$ cat src/rtl/wb_arb_pkg.sv
// Shared types and helpers for the Wishbone port arbiter.
package wb_arb_pkg;

  typedef enum logic [1:0] {
    IDLE    = 2'd0,
    GRANTED = 2'd1,
    DRAIN   = 2'd2
  } arb_state_e;

  localparam logic [2:0] CTI_CLASSIC = 3'b000;
  localparam logic [2:0] CTI_INC     = 3'b010;
  localparam logic [2:0] CTI_EOB     = 3'b111;

  // Index width for n ports; never narrower than one bit.
  function automatic int idx_w(input int n);
    return (n <= 1) ? 1 : $clog2(n);
  endfunction

endpackage

$ cat src/rtl/rr_priority_encoder.sv
// Round-robin priority encoder: first requester after 'last', with wrap.
module rr_priority_encoder import wb_arb_pkg::*; #(
  parameter  int N  = 3,
  localparam int IW = idx_w(N)
) (
  input  logic [N-1:0]  req,
  input  logic [IW-1:0] last,
  output logic          valid,
  output logic [IW-1:0] winner
);

  // Walk from the farthest candidate to the nearest so the nearest overwrites.
  always_comb begin
    valid  = |req;
    winner = '0;
    for (int k = N; k >= 1; k--) begin
      int idx;
      idx = int'(last) + k;
      if (idx >= N) idx = idx - N;
      if (req[IW'(idx)]) winner = IW'(idx);
    end
  end

endmodule

$ cat src/rtl/wb_port_arbiter.sv
// Round-robin Wishbone arbiter: WB_PORTS masters onto one slave port.
// A grant is held for the whole cyc (bursts, locked sequences) and is
// always followed by one dead IDLE cycle before the next arbitration.
// Optional watchdog: define WB_PORT_ARBITER_TIMEOUT_EN to abort a granted
// cycle with err after TIMEOUT unanswered stb cycles.
module wb_port_arbiter import wb_arb_pkg::*; #(
  parameter int WB_PORTS = 3,
  parameter int AW       = 32,
  parameter int DW       = 32,
  parameter int TIMEOUT  = 1024
) (
  input  logic                     wb_clk,
  input  logic                     wb_rst,
  input  logic [WB_PORTS*AW-1:0]   wbm_adr_i,
  input  logic [WB_PORTS*DW-1:0]   wbm_dat_i,
  input  logic [WB_PORTS*DW/8-1:0] wbm_sel_i,
  input  logic [WB_PORTS-1:0]      wbm_we_i,
  input  logic [WB_PORTS-1:0]      wbm_cyc_i,
  input  logic [WB_PORTS-1:0]      wbm_stb_i,
  input  logic [WB_PORTS*3-1:0]    wbm_cti_i,
  input  logic [WB_PORTS*2-1:0]    wbm_bte_i,
  output logic [WB_PORTS*DW-1:0]   wbm_dat_o,
  output logic [WB_PORTS-1:0]      wbm_ack_o,
  output logic [WB_PORTS-1:0]      wbm_err_o,
  output logic [AW-1:0]            wbs_adr_o,
  output logic [DW-1:0]            wbs_dat_o,
  output logic [DW/8-1:0]          wbs_sel_o,
  output logic                     wbs_we_o,
  output logic                     wbs_cyc_o,
  output logic                     wbs_stb_o,
  output logic [2:0]               wbs_cti_o,
  output logic [1:0]               wbs_bte_o,
  input  logic [DW-1:0]            wbs_dat_i,
  input  logic                     wbs_ack_i,
  input  logic                     wbs_err_i
);

  localparam int IW = idx_w(WB_PORTS);
  localparam int SW = DW / 8;

  arb_state_e    state_q, state_d;
  logic [IW-1:0] gnt_q, gnt_d;
  logic [IW-1:0] last_q, last_d;

  logic          req_valid;
  logic [IW-1:0] req_winner;
  logic          gnt_cyc, gnt_stb;
  logic          tmo_fire;

  rr_priority_encoder #(.N(WB_PORTS)) u_rr (
    .req    (wbm_cyc_i),
    .last   (last_q),
    .valid  (req_valid),
    .winner (req_winner)
  );

  assign gnt_cyc   = wbm_cyc_i[gnt_q];
  assign gnt_stb   = wbm_stb_i[gnt_q];
  assign wbm_dat_o = {WB_PORTS{wbs_dat_i}};

`ifdef WB_PORT_ARBITER_TIMEOUT_EN
  localparam int CW = $clog2(TIMEOUT + 1);
  logic [CW-1:0] cnt_q, cnt_d;

  // Fire on the TIMEOUT-th unanswered stb cycle of the current grant.
  assign tmo_fire = (state_q == GRANTED) && gnt_stb && !wbs_ack_i && !wbs_err_i &&
                    (cnt_q == CW'(TIMEOUT - 1));

  // Watchdog count: cleared while idle (so a fresh grant starts at 0) and on any response.
  always_comb begin
    cnt_d = cnt_q;
    if (state_q != GRANTED || wbs_ack_i || wbs_err_i) cnt_d = '0;
    else if (gnt_stb)                                 cnt_d = cnt_q + 1'b1;
  end

  // Watchdog register.
  always_ff @(posedge wb_clk) begin
    if (wb_rst) cnt_q <= '0;
    else        cnt_q <= cnt_d;
  end
`else
  assign tmo_fire = 1'b0;
`endif

  // Next-state: arbitrate only from IDLE, release when the granted cyc drops.
  always_comb begin
    state_d = state_q;
    gnt_d   = gnt_q;
    last_d  = last_q;
    case (state_q)
      IDLE: if (req_valid) begin
        state_d = GRANTED;
        gnt_d   = req_winner;
        last_d  = req_winner;
      end
      GRANTED: begin
        if (!gnt_cyc)      state_d = IDLE;
        else if (tmo_fire) state_d = DRAIN;
      end
      DRAIN: if (!gnt_cyc) state_d = IDLE;
      default: state_d = IDLE;
    endcase
  end

  // State, grant and rotation pointer; last starts at the top so port 0 wins first.
  always_ff @(posedge wb_clk) begin
    if (wb_rst) begin
      state_q <= IDLE;
      gnt_q   <= '0;
      last_q  <= IW'(WB_PORTS - 1);
    end else begin
      state_q <= state_d;
      gnt_q   <= gnt_d;
      last_q  <= last_d;
    end
  end

  // Slave mux and response steering; everything quiet outside GRANTED.
  always_comb begin
    wbs_adr_o = '0;
    wbs_dat_o = '0;
    wbs_sel_o = '0;
    wbs_we_o  = 1'b0;
    wbs_cyc_o = 1'b0;
    wbs_stb_o = 1'b0;
    wbs_cti_o = '0;
    wbs_bte_o = '0;
    wbm_ack_o = '0;
    wbm_err_o = '0;
    if (state_q == GRANTED) begin
      wbm_ack_o[gnt_q] = wbs_ack_i;
      wbm_err_o[gnt_q] = wbs_err_i | tmo_fire;
      if (!tmo_fire) begin
        wbs_adr_o = wbm_adr_i[int'(gnt_q)*AW +: AW];
        wbs_dat_o = wbm_dat_i[int'(gnt_q)*DW +: DW];
        wbs_sel_o = wbm_sel_i[int'(gnt_q)*SW +: SW];
        wbs_we_o  = wbm_we_i[gnt_q];
        wbs_cyc_o = gnt_cyc;
        wbs_stb_o = gnt_stb;
        wbs_cti_o = wbm_cti_i[int'(gnt_q)*3 +: 3];
        wbs_bte_o = wbm_bte_i[int'(gnt_q)*2 +: 2];
      end
    end
  end

endmodule

$ cat config.mk
export PLATFORM = sky130hd
export DESIGN_NAME = wb_port_arbiter
export DESIGN_NICKNAME = d
export VERILOG_FILES = /design/src/rtl/wb_arb_pkg.sv /design/src/rtl/rr_priority_encoder.sv /design/src/rtl/wb_port_arbiter.sv
export SDC_FILE = /design/constraint.sdc
export NUM_CORES = 1
export LEC_CHECK = 0
export BUFFER_PORTS_ARGS = -buffer_cell sky130_fd_sc_hd__buf_2
export CAP_MARGIN = 20
export CORE_AREA = 2 2 171 173
export DETAILED_ROUTE_END_ITERATION = 10
export DIE_AREA = 0 0 173 175
export GPL_TIMING_DRIVEN = 0
export PLACE_DENSITY = 0.36
export SLEW_MARGIN = 20
export SYNTH_ARGS = -nofsm -noshare
export SYNTH_HDL_FRONTEND = slang
export SYNTH_SLANG_ARGS = --single-unit
$ cat constraint.sdc
create_clock -name wb_clk -period 1.71 [get_ports wb_clk]
set_input_delay 0.0855 -clock wb_clk [delete_from_list [all_inputs] [get_ports wb_clk]]
set_output_delay 0.0855 -clock wb_clk [all_outputs]
set_load 0.03 [all_outputs]
==> run metrics <==
adder-cell share of the synthesized area 0.0119; core region area 28400 um^2; Tcrit/Tclk final 1.03; ANT nets after route 0; Worst setup SP type register; critical path type register to output pin; Hold Fails Final Rpt 0; Detail Placement HPWL between 15 and 20 mm; Num CTS Buffers 3; cell count after synthesis roughly 480; total power roughly 3600 uW; routed wire length ~19 mm; # hold bufs at CTS 0; First-pass DRT Iterations 4; most common cell in the netlist buf_4; power per cell area roughly 550 nW/um^2; Critical Path End Type output pin; Slew Limit Fails 0; largest net degree at the start of global routing 11; PortBufs just over 400; pre-CTS worst setup slack -443 ps; antenna violations before repair 1; Mapped Area between 3000 and 4000 um^2; Yosys cell types 28; H-tree depth 1; Warnings, synthesis 0; violated checks negative setup slack; vias in the first global route roughly 4500; fin crit period ~1800 ps; Setup violations, final 30; fin area roughly 6400 um^2; Compound-Gate Fraction of Synth Area 0.144; main combinational cell family by area after synthesis buffers and inverters; status finished with violations; Yosys reg bits 4; Worst Slack Setup Final -53.5 ps; Max Cap Viol 0; grt ovf 0; Post-Synth XOR/XNOR Area 0; first-pass GRT wire length 26.5 mm; number of cell rows between 60 and 70; Avg Cell Area, Syn 6.62 um^2; I/O pin total between 400 and 500; Mapped Nets 743; All-Layer GR Usage 0.111; ys flop type dfxtp_1; initial DRC count 91; worst slew pin tran ~470 ps; filler cell count 3270; Yosys top cell by area buf_4; Final #Nets ~1200; Post-DP Area 5700 um^2; Die ar. roughly 30000 um^2; Max Buffers Root-to-Sink 2; die height 175 um; Crit path required time roughly 1600 ps; commonest cells in the netlist buf_4 (105), nand2_1 (78), and2_1 (76), mux2i_1 (76), o21ai_0 (75); max incr delay on CP 330 ps; mux cell area share after synthesis 0.242; worst skew pair latency 220 ps; crit path buf inv count 3; Horiz. Die Dim 173 um; peak supply drop about 0.00028 V; via count roughly 4600; worst hold path type input port to register; FMAX 567 MHz; RSZ-0062 raised after global routing yes; DR WL/cell 14.5 um; final setup TNS -786 ps; CP Max Fanout 10; Post-synth EDFFs 0; multi-input logic area around 2300 um^2; area delta synth->final 104%; Synth Area in Simple Gates 0.279; clock slew at reported path FFs roughly 30 ps; CP Data Arrival Time roughly 1700 ps; CTS tree built; clock sink total 4; ys async rst share 0; slew margin rel. 0.687; area share of the largest cell type after synthesis 0.250; layout cells sized above 1 0.652; Starting Density 0.111; post-synthesis sequential area ratio 0.0254; final design utilization 0.226; skew final 1.45 ps; vias per cell about 3.6; worst path cell trace buf_12 > buf_6 > mux2i_2 > o21ai_0 > and2_1 > buf_4; post-route DRC violation count 0; Static Leak roughly 0.0033 uW; top cells by area, synth buf_4 (25%), mux2i_1 (24%), and2_1 (15%); routability cong. ~0.76; Largest delay share family, worst path buffers and inverters; Seq. cell area 85.1 um^2; slowest CP cell dfxtp_2; clk root buf clkbuf_16
==> per-stage QoR <==
step / cells / hold WS (ps)
5_1_grt: 1282 / 111
2_1_floorplan: 476 / 158
3_3_place_gp: 1269 / 334
3_5_place_dp: 1269 / 328
6_report: 1283 / 93.6
4_1_cts: 1279 / 94.6
==> final cells by class <==
class | instances | share of cell area
multi-input combinational | 338 | 0.353
inverter | 2 | 0.00117
antenna | 2 | 0.000779
sequential | 4 | 0.0132
buffer | 131 | 0.165
tap | 384 | 0.0748
timing repair buffer | 419 | 0.381
clock buffer | 3 | 0.0117
==> where the power goes <==
group / switching (uW) / internal, uW
clock network: 65.0 / 299
logic: 1690 / 1370
registers: 18.0 / 109
==> flip-flops by register name, summed over array words and instances (netlist names) <==
signal,flops
last_q,1
gnt_q,2
state_q,1
==> repair_timing <==
item	4_1_cts	5_1_grt
pin swaps	12	4
gates resized for setup	146	54
gates cloned	1	2
buffers inserted	6	1
setup endpoints to repair	81	84
==> path summary, 6_finish.rpt <==
check,cells after the start,start,slack (ps),endpoint
worst max-delay path,6,gnt_q[1],-50,wbs_adr_o[11]
worst min-delay path,2,wb_rst,90,gnt_q[0]
worst max register to register,7,gnt_q[0],90,gnt_q[1]
worst min register to register,2,last_q[1],600,last_q[1]
==> cell families (layout without fill, tap and decap cells) <==
| group | count (synthesis) | after routing |
|---|---|---|
| buffers and inverters | 134 | 555 |
| other | 0 | 2 |
| muxes | 76 | 76 |
| AOI/OAI and AO/OA | 85 | 85 |
| DFF | 4 | 4 |
| adders and majority gates | 3 | 3 |
| and+or+nand+nor | 174 | 174 |
==> layer usage <==
metal,share of wire,routed length (um),GRT usage,vias to the layer above
met1,0.42,7850,0.142,2029
met4,0.017,324,0.0187,0
met3,0.058,1080,0.0154,19
li1,-,-,-,2335
met5,0,0,0,-
met2,0.50,9370,0.201,204
==> cell usage in the layout (no fill, tap or decap), types with 3 or more instances in the layout <==
cell	Yosys	layout
mux2i_2	0	4
buf_12	0	3
and3_1	4	3
and2_1	76	72
mux2i_1	76	70
nand2_1	78	63
o21ai_1	0	20
o21ai_0	75	52
buf_6	4	35
buf_8	0	4
clkbuf_4	0	3
clkbuf_16	0	6
nand2_2	0	15
clkbuf_2	0	7
o21ai_2	0	3
nor2_1	7	7
buf_4	105	142
clkbuf_1	15	5
nor3_1	3	3
buf_2	8	345
and2_4	0	4
(Power assumes the default switching activity.)
